### config.mk
export PLATFORM = sky130hd
export DESIGN_NAME = range_sweep_ctrl
export DESIGN_NICKNAME = d
export VERILOG_FILES = /design/src/rtl/range_sweep_ctrl.sv
export SDC_FILE = /design/constraint.sdc
export NUM_CORES = 1
export LEC_CHECK = 0
export BUFFER_PORTS_ARGS = -buffer_cell sky130_fd_sc_hd__buf_2
export CORE_MARGIN = 4
export CORE_UTILIZATION = 59
export CTS_CLUSTER_SIZE = 25
export DETAILED_ROUTE_END_ITERATION = 10
export GPL_TIMING_DRIVEN = 0
export PLACE_DENSITY = 0.85
export SYNTH_ARGS = -nofsm -noshare
export SYNTH_HDL_FRONTEND = slang
export SYNTH_SLANG_ARGS = --single-unit
### constraint.sdc
create_clock -name clk -period 7.22 [get_ports clk]
set_clock_uncertainty 0.2 [all_clocks]
set_input_delay 1.083 -clock clk [delete_from_list [all_inputs] [get_ports clk]]
set_output_delay 1.083 -clock clk [all_outputs]
set_load 0.02 [all_outputs]
### src/rtl/range_sweep_ctrl.sv
// Triangle-sweep initiator for a MIN..MAX-1 range up/down/load counter.
// Define SWEEP_CHECK_EN to enable the shadow checker that drives the sticky err flag.
module range_sweep_ctrl #(
    parameter int WIDTH = 6,
    parameter int MIN   = 10,
    parameter int MAX   = 40,
    parameter int NW    = 4
) (
    input  logic             clk,
    input  logic             rst,
    input  logic             start,
    input  logic             stop,
    input  logic [WIDTH-1:0] lo,
    input  logic [WIDTH-1:0] hi,
    input  logic [NW-1:0]    n_sweeps,
    input  logic [WIDTH-1:0] count_in,
    output logic             load,
    output logic [WIDTH-1:0] data,
    output logic             u_d,
    output logic             busy,
    output logic             done,
    output logic             bad_cfg,
    output logic [NW-1:0]    sweep_cnt,
    output logic             err
);

    localparam logic [WIDTH-1:0] MIN_V = WIDTH'(MIN);
    localparam logic [WIDTH-1:0] TOP_V = WIDTH'(MAX - 1);
    localparam logic [WIDTH-1:0] ONE_W = {{(WIDTH-1){1'b0}}, 1'b1};
    localparam logic [NW-1:0]    ONE_N = {{(NW-1){1'b0}}, 1'b1};

    typedef enum logic [1:0] {
        IDLE = 2'd0,
        LOAD = 2'd1,
        UP   = 2'd2,
        DOWN = 2'd3
    } state_t;

    state_t           state_r;
    logic [WIDTH-1:0] lo_r;
    logic [WIDTH-1:0] hi_r;
    logic [WIDTH-1:0] exp_r;
    logic [NW-1:0]    n_r;

    logic [WIDTH-1:0] lo_c_s;
    logic [WIDTH-1:0] hi_c_s;
    logic             cfg_ok_s;
    logic             accept_s;
    logic [WIDTH-1:0] exp_inc_s;
    logic [WIDTH-1:0] exp_dec_s;
    logic [NW-1:0]    sweep_inc_s;

    // Clamp the requested bounds into the counter's legal range and precompute next values.
    always_comb begin
        lo_c_s      = (lo < MIN_V) ? MIN_V : lo;
        hi_c_s      = (hi > TOP_V) ? TOP_V : hi;
        cfg_ok_s    = (lo_c_s < hi_c_s) && (n_sweeps != {NW{1'b0}});
        accept_s    = (state_r == IDLE) && start && cfg_ok_s;
        exp_inc_s   = exp_r + ONE_W;
        exp_dec_s   = exp_r - ONE_W;
        sweep_inc_s = sweep_cnt + ONE_N;
    end

    // Sweep sequencer; stop pre-empts every busy-state transition.
    always_ff @(posedge clk) begin
        if (rst) begin
            state_r   <= IDLE;
            lo_r      <= {WIDTH{1'b0}};
            hi_r      <= {WIDTH{1'b0}};
            exp_r     <= {WIDTH{1'b0}};
            n_r       <= {NW{1'b0}};
            load      <= 1'b0;
            data      <= {WIDTH{1'b0}};
            u_d       <= 1'b1;
            busy      <= 1'b0;
            done      <= 1'b0;
            bad_cfg   <= 1'b0;
            sweep_cnt <= {NW{1'b0}};
        end else begin
            done    <= 1'b0;
            bad_cfg <= 1'b0;
            if (state_r != IDLE && stop) begin
                state_r <= IDLE;
                load    <= 1'b0;
                u_d     <= 1'b1;
                busy    <= 1'b0;
            end else begin
                case (state_r)
                    IDLE: begin
                        load <= 1'b0;
                        u_d  <= 1'b1;
                        if (accept_s) begin
                            lo_r      <= lo_c_s;
                            hi_r      <= hi_c_s;
                            n_r       <= n_sweeps;
                            sweep_cnt <= {NW{1'b0}};
                            data      <= lo_c_s;
                            load      <= 1'b1;
                            busy      <= 1'b1;
                            state_r   <= LOAD;
                        end else if (start) begin
                            bad_cfg <= 1'b1;
                        end else begin
                            state_r <= IDLE;
                        end
                    end
                    LOAD: begin
                        load    <= 1'b0;
                        u_d     <= 1'b1;
                        exp_r   <= lo_r;
                        state_r <= UP;
                    end
                    UP: begin
                        exp_r <= exp_inc_s;
                        if (exp_inc_s == hi_r) begin
                            u_d     <= 1'b0;
                            state_r <= DOWN;
                        end else begin
                            u_d <= 1'b1;
                        end
                    end
                    DOWN: begin
                        exp_r <= exp_dec_s;
                        if (exp_dec_s == lo_r) begin
                            sweep_cnt <= sweep_inc_s;
                            u_d       <= 1'b1;
                            if (sweep_inc_s == n_r) begin
                                busy    <= 1'b0;
                                done    <= 1'b1;
                                state_r <= IDLE;
                            end else begin
                                state_r <= UP;
                            end
                        end else begin
                            u_d <= 1'b0;
                        end
                    end
                    default: begin
                        load    <= 1'b0;
                        u_d     <= 1'b1;
                        busy    <= 1'b0;
                        state_r <= IDLE;
                    end
                endcase
            end
        end
    end

`ifdef SWEEP_CHECK_EN
    // Sticky shadow check of the counter against the expected value while sweeping.
    always_ff @(posedge clk) begin
        if (rst) begin
            err <= 1'b0;
        end else if (accept_s) begin
            err <= 1'b0;
        end else if ((state_r == UP || state_r == DOWN) && (count_in != exp_r)) begin
            err <= 1'b1;
        end else begin
            err <= err;
        end
    end
`else
    logic unused_count_s;
    assign unused_count_s = ^count_in;
    assign err            = 1'b0;
`endif

endmodule

After elaboration in Yosys (flattened, before gate mapping)
Cells that the tools add are included.

operators by class
  add/sub/neg operators = 3
  $lt $le $gt $ge = 3
  equal/unequal tests = 11
  muxes and demuxes = 23
  bitwise gates (word level) = 4
  reduce and logical (&&, ||, !) cells = 19

operators by type and width
  kind                                                        number
  case mux 6 bit (3 select lines)                             1
  equality test 6 bit                                         2
  2-to-1 mux 6 bit                                            2
  2-to-1 mux 2 bit                                            5
  2-to-1 mux 1 bit                                            8
  2-to-1 mux 4 bit                                            2
  inequality test 2 bit, second input constant                4
  case mux 2 bit (4 select lines)                             1
  case mux 4 bit (2 select lines)                             1
  AND reduction 4 bit                                         2
  OR reduction 4 bit                                          2
  adder 6 x 1 -> 6 bit, second input constant                 1
  > comparator 6 bit, second input constant                   1
  less-than comparator 6 x 4 -> 1 bit, second input constant  1
  less-than comparator 6 bit                                  1
  AND reduction 3 bit                                         2
  nonzero test 2 bit                                          3
  subtractor 6 x 1 -> 6 bit, second input constant            1
  adder 4 x 1 -> 4 bit, second input constant                 1
  equality test 2 bit, second input constant                  2
  equality test 4 bit                                         1
  logical AND 1 bit                                           4
  inverter 1 bit                                              4
  case mux 1 bit (2 select lines)                             2
  8 further kinds                                             9

word-level totals
  flip-flop bits (word level) = 33
  input port bits = 26
  output and inout port bits = 16

Longest topological paths before layout
Gate-level depths: netlist (run 1).

  word-level depth = 7
  gate-level depth with buffers = 10
  gate-level depth less buffers = 9

Worst setup path before layout (run 1)
No wires, ideal clock.

  path type = input -> register
  from = input port lo[4]
  to = register lo_r[0]
  library setup time = 0.128 ns
  arrival time = 2.886 ns
  required time = 6.892 ns
  setup slack = 4.007 ns
  stages = 10
  path buffers = 1
  path through = nor2_1 > or2_2 > ha_1 > and4_1 > nand2_1 > o211ai_1 > nor3_2 > buf_2 > mux2i_1 > nor2_1

on the way
  longest elaborated chain between the ends = 6

RTL lines
  what                                 RTL line  RTL
  start: declaration                   13        input logic [WIDTH-1:0] lo,
  less-than comparator 6 x 4 -> 1 bit  55        lo_c_s = (lo < MIN_V) ? MIN_V : lo;
  2-to-1 mux 6 bit                     55
  net lo_c_s[3]                        45        logic [WIDTH-1:0] lo_c_s;
  less-than comparator 6 bit           57        cfg_ok_s = (lo_c_s < hi_c_s) && (n_sweeps != {NW{1'b0}});
  logical AND 1 bit                    57
  logical AND 1 bit                    58        accept_s = (state_r == IDLE) && start && cfg_ok_s;
  AND reduction 3 bit (no line)        n/a
  end signal: assignment               68        lo_r <= {WIDTH{1'b0}};
  end signal: assignment               93        lo_r <= lo_c_s;
  end: declaration                     40        logic [WIDTH-1:0] lo_r;

The timed path passes the listed nets, and every way through them passes these cells.
A chain may end at the register's enable or synchronous reset.

Final worst setup path (run 1)
  from = input port lo[4]
  to = register lo_r[2]

The elaborated chain is that of the path after synthesis.

==> impl_metrics.env, run 1 <==
export IMPL_status="finished clean"
export IMPL_synth_top_cell_by_area="dfxtp_1"
export IMPL_port_buffers=33
export IMPL_worstSetupPathType="input pin to register"
export IMPL_start_util_pct=63.73
export IMPL_synthesis_area_mm2=0.002009
export IMPL_swShare_pct=33.38
export IMPL_ys_ff_latch=33
export IMPL_synth_distinct_cells=50
export IMPL_cp_max_fo=10
export IMPL_rsz0062_at_grt="false"
export IMPL_synth_edf_count=0
export IMPL_hold_viol=0
export IMPL_min_path_type="register to register"
export IMPL_fillCellCount=268
export IMPL_cts_root_buf="clkbuf_4"
export IMPL_dp_hpwl_mm=3.514
export IMPL_grt_first_pass_wirelength_mm=8.155
export IMPL_setup_tns_ns=0
export IMPL_pwr_share_seq_pct=39.3
export IMPL_postRouteAntennaNets=0
export IMPL_p_int_uw=365.2
export IMPL_routed_top_layer="met4"
export IMPL_cap_violations=0
export IMPL_synth_top_area_share_pct=32.88
export IMPL_cts_setup_buffers=0
export IMPL_synth_async_reset_ratio_pct=0
export IMPL_cts_clk_slew_worst_paths_ns=0.10
export IMPL_period_minus_slack_ns=3.280
export IMPL_finalInstanceArea_mm2=0.002315
export IMPL_initialDrtViolationCount=122
export IMPL_antenna_found_initial=0
export IMPL_path_cells="buf_2, nor2_1, or2_2, ha_1, and4_1, nand2_1, o211ai_1, nor3_2, buf_2, mux2i_1, nor2_1"
export IMPL_cts_sinks=33
export IMPL_area_growth_pct=15.19
export IMPL_cts_repair_resized=0
export IMPL_syn_num_nets=269
export IMPL_post_place_ws_ns=3.577
export IMPL_numCtsBuffers=5
export IMPL_io_pins=42
export IMPL_syn_area_per_cell_um2=8.551
export IMPL_dieArea_mm2=0.004404
export IMPL_holdBufCountCts=0
export IMPL_leakage_nw=0.9813
export IMPL_dominantRegCellSynth="dfxtp_1"
export IMPL_wl_met3_um=259
export IMPL_tightest_slew_ns=0.5000
export IMPL_grt_pass1_vias=1792
export IMPL_period_share_pct=45.43
export IMPL_layout_drive_gt1_share_pct=23.19
export IMPL_grt_overflow=0
export IMPL_placed_area_mm2=0.002230
export IMPL_start_kind="input pin"
export IMPL_final_max_slew_viol_count=0
export IMPL_vias=1762
export IMPL_layout_common_cells="buf_2, dfxtp_1, nor2_1, nand2_1, mux2i_1"
export IMPL_finalWeightedCongestion=0.8679
export IMPL_switchingPower_uw=183.0
export IMPL_ir_drop_v=0.0001408
export IMPL_core_area_mm2=0.003153
export IMPL_slowest_delay_ns=0.37
export IMPL_clkPwrFrac_pct=26.2
export IMPL_synthCells=235
export IMPL_dr_pass1_iters=5
export IMPL_cts_tree="done"
export IMPL_finalNetCount=309
export IMPL_met2_length_mm=2.184
export IMPL_synth_seq_area_share_pct=32.88
export IMPL_routed_via_density=5.506
export IMPL_slew_headroom_pct=66.67
export IMPL_clockBufferDepth=2
export IMPL_setup_viol=0
export IMPL_final_common_cell="buf_2"
export IMPL_powerDensity_mw_per_mm2=236.8
export IMPL_antenna_cells=0
export IMPL_worstPathRequired_ns=7.24
export IMPL_cp_data_arrival_time_ns=3.30
export IMPL_slowest_stage="nor3_2"
export IMPL_wl_per_cell_um=14.03
export IMPL_grt_max_degree=11
export IMPL_total_power_uw=548.2
export IMPL_routed_wl_mm=4.489
export IMPL_die_w_um=66.36
export IMPL_grtUsageTotal_pct=24.17
export IMPL_max_freq_mhz=304.9
export IMPL_ys_top_cells_by_area="dfxtp_1, mux2i_1, nor2_1"
export IMPL_drc=0
export IMPL_endpoint_kind="register"
export IMPL_combPwrFrac_pct=34.4
export IMPL_met1_length_mm=1.979
export IMPL_htreeDepth=2
export IMPL_rows=20
export IMPL_fp_dieH_um=66.36
export IMPL_clk_insertion_delay_late_ns=0.34
export IMPL_synth_warnings=0
export IMPL_fin_ws_ns=3.940
==> logic make-up after synthesis <==
logic type | synth area share (%)
buffers and inverters | 5.542
adder cells (fa/ha/maj) | 4.982
other | 0.1866
XOR/XNOR | 10.46
multiplexers | 9.339
flip-flops | 32.88
AND/OR/NAND/NOR | 19.80
AO/OA/AOI/OAI | 16.81
==> Yosys cell counts, types with 2 or more instances <==
cell type,instances
dfxtp_1,33
nor2_1,32
nand2_1,17
mux2i_1,15
a21oi_1,13
xnor2_1,12
xor2_1,12
o21ai_0,9
ha_1,8
clkbuf_1,7
inv_1,7
nand3_1,7
a211oi_1,5
buf_4,4
nand2b_1,4
nor3_1,4
o221a_2,4
or2_2,3
a22oi_1,2
buf_2,2
mux2_2,2
nand3b_1,2
nor4_1,2
o211ai_1,2
or3_1,2
==> sequential cells by signal, indices dropped and copies added, names as in the netlist <==
| register | cells |
|---|---|
| lo_r | 6 |
| load | 1 |
| bad_cfg | 1 |
| exp_r | 6 |
| u_d | 1 |
| n_r | 4 |
| done | 1 |
| busy | 1 |
| state_r | 2 |
| sweep_cnt | 4 |
| hi_r | 6 |
==> worst max-delay path: cells and delay by family <==
kind                     cells  cell delay, ns
AND/OR/NAND/NOR              6            1.07
adder cells (fa/ha/maj)      1            0.29
multiplexers                 1            0.25
AO/OA/AOI/OAI                1            0.12
buffers and inverters        2            0.48
==> per-layer routing <==
layer  global-route usage (%)  vias to the layer above
met5                        0                        -
met4                    7.614                        0
met2                    41.02                       49
met3                    5.102                        6
li1                         -                      905
met1                    30.28                      802
==> worst paths after layout <==
| kind | from | slack, ns | endpoint | cells after the start |
|---|---|---|---|---|
| worst max-delay path | lo[4] | 3.94 | lo_r[2] | 11 |
| worst min-delay path | sweep_cnt[1] | 0.31 | sweep_cnt[1] | 2 |
| worst max register to register | exp_r[0] | 4.66 | sweep_cnt[3] | 8 |
| worst min register to register | sweep_cnt[1] | 0.31 | sweep_cnt[1] | 2 |
==> power by group through the flow <==
stage,Combinational (mW),Sequential (mW),Clock [mW]
2_1_floorplan,0.141,0.224,0
4_1_cts,0.187,0.216,0.146
3_5_place_dp,0.186,0.220,0
3_3_place_gp,0.182,0.219,0
5_1_grt,0.211,0.219,0.155
6_report,0.189,0.216,0.144
==> area by class of cell <==
type	instances	area, um2	share of cell area [%]
multi-input combinational	179	1237	53.46
sequential	33	660.6	28.54
timing repair buffer	33	165.2	7.135
buffer	15	81.33	3.514
clock buffer	7	55.05	2.378
tap	44	55.05	2.378
clock inverter	1	30.03	1.297
inverter	8	30.03	1.297
==> stage by stage <==
step           util [%]  hold WS [ns]  std cells
3_5_place_dp      70.71        0.2828        312
5_1_grt           73.41        0.3423        320
4_1_cts           73.41        0.3060        320
6_report          73.41        0.3059        320
2_1_floorplan         -        0.2807        235
3_3_place_gp      70.71        0.2735        312
Note: power is estimated with default switching activity, not from simulation.
==> run 2: changes to the inputs <==
--- a/config.mk
+++ b/config.mk
@@ -7,11 +7,11 @@
 export LEC_CHECK = 0
 export BUFFER_PORTS_ARGS = -buffer_cell sky130_fd_sc_hd__buf_2
 export CORE_MARGIN = 4
-export CORE_UTILIZATION = 59
+export CORE_UTILIZATION = 49
 export CTS_CLUSTER_SIZE = 25
 export DETAILED_ROUTE_END_ITERATION = 10
 export GPL_TIMING_DRIVEN = 0
-export PLACE_DENSITY = 0.85
+export PLACE_DENSITY = 0.76
 export SYNTH_ARGS = -nofsm -noshare
 export SYNTH_HDL_FRONTEND = slang
 export SYNTH_SLANG_ARGS = --single-unit
==> constraint.sdc (replaced) <==
create_clock -name clk -period 3 [get_ports clk]
set_clock_uncertainty 0.2 [all_clocks]
set_input_delay 0.45 -clock clk [delete_from_list [all_inputs] [get_ports clk]]
set_output_delay 0.45 -clock clk [all_outputs]
set_load 0.02 [all_outputs]
==> impl_metrics.env, run 2 (synthesized netlist as in run 1, its figures left out) <==
export IMPL_postRouteAntennaNets=0
export IMPL_status="finished clean"
export IMPL_stdcell_count=326
export IMPL_ir_drop_v=0.0003568
export IMPL_grt_overflow=0
export IMPL_fp_dieH_um=72.04
export IMPL_total_power_mw=1.474
export IMPL_cts_tree="done"
export IMPL_hold_end="n_r[3]"
export IMPL_cts_setup_buffers=0
export IMPL_die_w_um=72.04
export IMPL_period_minus_slack_ns=2.691
export IMPL_min_path_type="input pin to register"
export IMPL_worstSetupPathType="input pin to register"
export IMPL_cts_sinks=33
export IMPL_routed_via_density=5.488
export IMPL_cts_repair_resized=0
export IMPL_layout_drive_gt1_share_pct=23.55
export IMPL_whs_ns=0.2161
export IMPL_endpoint_kind="register"
export IMPL_core_area_mm2=0.003971
export IMPL_cp_max_fo=10
export IMPL_period_share_pct=89.69
export IMPL_port_buffers=33
export IMPL_worstPathRequired_ns=2.96
export IMPL_rows=23
export IMPL_io_pins=42
export IMPL_dp_cells=318
export IMPL_cp_data_arrival_time_ns=2.65
export IMPL_dr_pass1_iters=4
export IMPL_clockBufferDepth=2
export IMPL_drc=0
export IMPL_cts_root_buf="clkbuf_8"
export IMPL_initialDrtViolationCount=81
export IMPL_area_growth_pct=17.99
export IMPL_powerDensity_mw_per_mm2=621.7
export IMPL_final_max_slew_viol_count=0
export IMPL_final_common_cell="buf_2"
export IMPL_antenna_cells=0
export IMPL_holdCritStartpoint="n_sweeps[3]"
export IMPL_setup_viol=0
export IMPL_cts_clk_slew_worst_paths_ns=0.07
export IMPL_tightest_slew_ns=0.5233
export IMPL_hold_path_depth=3
export IMPL_leakage_nw=1.004
export IMPL_post_place_ws_ns=0.0005513
export IMPL_numCtsBuffers=5
export IMPL_clk_insertion_delay_late_ns=0.29
export IMPL_holdBufCountCts=0
export IMPL_rsz0062_at_grt="false"
export IMPL_layout_common_cells="buf_2, dfxtp_1, nor2_1, nand2_1, mux2i_1"
export IMPL_placed_area_mm2=0.002237
export IMPL_grtUsageTotal_pct=19.58
export IMPL_grt_pass1_vias=1584
export IMPL_cap_violations=0
export IMPL_vias=1789
export IMPL_antenna_found_initial=0
export IMPL_wl_per_cell_um=14.33
export IMPL_slew_headroom_pct=65.11
export IMPL_finalWeightedCongestion=0.8771
export IMPL_dp_hpwl_mm=3.635
export IMPL_post_route_util_pct=59.70
export IMPL_reg2reg_depth=8
export IMPL_r2r_start="exp_r[0]"
export IMPL_htreeDepth=2
export IMPL_hold_viol=0
export IMPL_setup_tns_ns=0
export IMPL_start_util_pct=50.60
export IMPL_rrSetupSlack_ns=0.42
export IMPL_finalInstanceArea_mm2=0.002371
export IMPL_fin_ws_ns=0.3094
export IMPL_routed_wl_mm=4.670
export IMPL_start_kind="input pin"
export IMPL_r2r_end="sweep_cnt[3]"
export IMPL_top_regs="exp_r x6, hi_r x6, lo_r x6"
export IMPL_max_freq_mhz=371.7
export IMPL_finalNetCount=309
export IMPL_dieArea_mm2=0.005190
export IMPL_grt_max_degree=12
export IMPL_grt_first_pass_wirelength_mm=7.783
==> run 2: changes by cell type in the layout (fill, tap and decap cells not counted) <==
cell,delta
clkinv_2,+1
clkbuf_1,-1
clkbuf_8,+4
bufinv_16,+1
clkbuf_4,-5
==> run 2: critical path, cell delays in order <==
cell and delay (ns):
buf_2 0.12, nor2_1 0.07, or2_2 0.30, ha_1 0.29, and4_1 0.20, nand2_1 0.07, o211ai_1 0.12, nor3_2 0.36
buf_2 0.36, mux2i_1 0.26, nor2_1 0.06
==> run 2: metal layers <==
layer / up-vias / track usage (%) / share of wire, %
met5: - / 0 / 0
met4: 0 / 8.142 / 1.4
met3: 5 / 4.294 / 6.0
met2: 46 / 31.63 / 48
met1: 834 / 25.30 / 45
li1: 904 / - / -
==> run 2: layout make-up <==
type	instances	area, um2
clock inverter	3	65.06
tap	50	62.56
buffer	15	81.33
multi-input combinational	179	1237
sequential	33	660.6
clock buffer	5	68.82
inverter	8	30.03
timing repair buffer	33	165.2
fill	339	1600
==> run 2: worst max path at each step <==
stage | startpoint | endpoint | slack [ns] | cells past startpoint
2_1_floorplan | lo[4] | lo_r[0] | 0.42 | 10
3_3_place_gp | lo[4] | lo_r[0] | -0.0007 | 11
3_5_place_dp | lo[4] | lo_r[0] | 0.0006 | 11
4_1_cts | lo[4] | lo_r[0] | 0.31 | 11
5_1_grt | lo[4] | lo_r[0] | 0.11 | 11
6_report | lo[4] | lo_r[0] | 0.31 | 11
==> run 2: where the power goes <==
group          internal [mW]  total [mW]  switching (mW)
combinational          0.197       0.455           0.257
sequential             0.483       0.520          0.0367
clock                  0.330       0.500           0.170
total                   1.01        1.47           0.464
==> run 3: changes to the inputs <==
--- a/config.mk
+++ b/config.mk
@@ -6,7 +6,7 @@
 export NUM_CORES = 1
 export LEC_CHECK = 0
 export BUFFER_PORTS_ARGS = -buffer_cell sky130_fd_sc_hd__buf_2
-export CORE_MARGIN = 4
+export CORE_MARGIN = 2
 export CORE_UTILIZATION = 49
 export CTS_CLUSTER_SIZE = 25
 export DETAILED_ROUTE_END_ITERATION = 10
==> constraint.sdc (replaced) <==
create_clock -name clk -period 2.4 [get_ports clk]
set_clock_uncertainty 0.2 [all_clocks]
set_input_delay 0.36 -clock clk [delete_from_list [all_inputs] [get_ports clk]]
set_output_delay 0.36 -clock clk [all_outputs]
set_load 0.02 [all_outputs]
==> impl_metrics.env, run 3 (synthesized netlist as in run 1, its figures left out) <==
export IMPL_cts_tree="done"
export IMPL_holdCritStartpoint="lo[5]"
export IMPL_top_regs="exp_r x6, hi_r x6, lo_r x6"
export IMPL_antenna_found_initial=0
export IMPL_worstPathRequired_ns=2.38
export IMPL_finalNetCount=323
export IMPL_postRouteAntennaNets=0
export IMPL_post_place_ws_ns=-0.3896
export IMPL_cts_root_buf="clkbuf_8"
export IMPL_whs_ns=0.1119
export IMPL_total_power_mw=1.770
export IMPL_setup_viol=0
export IMPL_cts_sinks=33
export IMPL_start_util_pct=50.60
export IMPL_dp_hpwl_mm=3.600
export IMPL_clk_insertion_delay_late_ns=0.29
export IMPL_period_share_pct=99.95
export IMPL_powerDensity_mw_per_mm2=693.3
export IMPL_cap_violations=0
export IMPL_slew_headroom_pct=61.14
export IMPL_finalInstanceArea_mm2=0.002554
export IMPL_cts_clk_slew_worst_paths_ns=0.07
export IMPL_grt_max_degree=11
export IMPL_reg2reg_depth=8
export IMPL_io_pins=42
export IMPL_slowest_stage="dfxtp_2"
export IMPL_r2r_end="busy"
export IMPL_status="finished clean"
export IMPL_r2r_start="exp_r[0]"
export IMPL_numCtsBuffers=5
export IMPL_port_buffers=33
export IMPL_holdBufCountCts=0
export IMPL_layout_common_cells="buf_2, dfxtp_1, nor2_1, nand2_1, mux2i_1"
export IMPL_leakage_nw=1.082
export IMPL_slowest_delay_ns=0.33
export IMPL_hold_end="lo_r[5]"
export IMPL_grt_first_pass_wirelength_mm=7.900
export IMPL_max_freq_mhz=416.9
export IMPL_hold_viol=0
export IMPL_initialDrtViolationCount=97
export IMPL_area_growth_pct=27.09
export IMPL_grtUsageTotal_pct=23.14
export IMPL_vias=1857
export IMPL_dr_pass1_iters=4
export IMPL_post_route_util_pct=64.30
export IMPL_min_path_type="input pin to register"
export IMPL_rows=23
export IMPL_core_area_mm2=0.003971
export IMPL_finalWeightedCongestion=0.8954
export IMPL_antenna_cells=0
export IMPL_dieArea_mm2=0.004629
export IMPL_tightest_slew_ns=0.5829
export IMPL_path_cells="buf_6, buf_4, nor3_4, nor3b_4, xnor2_2, a211o_2, or2_2, nor3b_1"
export IMPL_htreeDepth=2
export IMPL_endpoint_kind="register"
export IMPL_drc=0
export IMPL_worstSetupPathType="register to register"
export IMPL_placed_area_mm2=0.002240
export IMPL_layout_drive_gt1_share_pct=30.45
export IMPL_die_w_um=68.04
export IMPL_hold_path_depth=3
export IMPL_cp_data_arrival_time_ns=2.37
export IMPL_clockBufferDepth=2
export IMPL_rrSetupSlack_ns=0.001
export IMPL_fp_dieH_um=68.04
export IMPL_period_minus_slack_ns=2.399
export IMPL_ir_drop_v=0.0004103
export IMPL_routed_via_density=5.478
export IMPL_start_kind="register"
export IMPL_final_common_cell="buf_2"
export IMPL_fin_ws_ns=0.001246
export IMPL_wl_per_cell_um=15.22
export IMPL_cp_max_fo=6
export IMPL_grt_overflow=0
export IMPL_routed_wl_mm=5.160
export IMPL_final_max_slew_viol_count=0
export IMPL_grt_pass1_vias=1670
## run 3: changes by cell type in the layout (fill, tap and decap cells not counted), moves of 2 or more
cell / previous run / this run
dfxtp_2: 0 / 2
bufinv_16: 2 / 0
dfxtp_1: 33 / 31
buf_6: 1 / 8
ha_1: 8 / 6
nor2_1: 32 / 30
buf_2: 35 / 32
ha_4: 0 / 2
buf_4: 4 / 14
## run 3: per-layer routing
metal / wire (um) / track usage (%) / share of wire (%) / up-vias
met5: 0 / 0 / 0 / -
met4: 74 / 9.250 / 1.4 / 0
met3: 209 / 4.112 / 4.1 / 9
met2: 2616 / 38.71 / 51 / 48
met1: 2260 / 29.37 / 44 / 869
li1: - / - / - / 931
## run 3: how the worst max path moves through the flow
stage,to,slack (ns),from,cells after the start
after floorplan,lo_r[0],0.004,lo[4],9
after global placement,n_r[2],-0.36,lo[4],10
after detailed placement,n_r[2],-0.39,lo[4],11
after CTS,hi_r[3],0.01,lo[4],11
after global routing,n_r[2],-0.04,lo[3],11
final,busy,0.001,exp_r[0],8
## run 3: area by class of cell
type                    instances  area [um2]
flip-flops and latches         33       663.1
fillers                       323        1418
multi-input cells             179        1326
plain buffers                  15       93.84
repair buffers                 47       291.5
inverters                       8       30.03
clock buffers                   7       86.33
well taps                      50       62.56
## run 3: timing repair
item	CTS	global route
gates resized for setup	9	20
pin swaps	5	12
cloned	0	2
setup endpoints to repair	19	24
buffers inserted	5	7
## run 3: critical path: cells and delay by family (launching register included)
| family | cells | cell delay, ns |
|---|---|---|
| flops | 1 | 0.33 |
| xor+xnor | 1 | 0.14 |
| compound gates | 1 | 0.32 |
| simple gates | 4 | 1.03 |
| buf+inv | 2 | 0.26 |
## run 3: power by group
| group | internal (mW) | switching [mW] |
|---|---|---|
| combinational | 0.318 | 0.371 |
| sequential | 0.605 | 0.0484 |
| clock | 0.227 | 0.200 |
| total | 1.15 | 0.620 |
## run 3: through the flow
step	setup TNS (ns)	cells
after floorplan	0	235
after global placement	-5.844	318
after detailed placement	-6.301	318
after CTS	0	330
after global routing	-0.1644	339
final	0	339
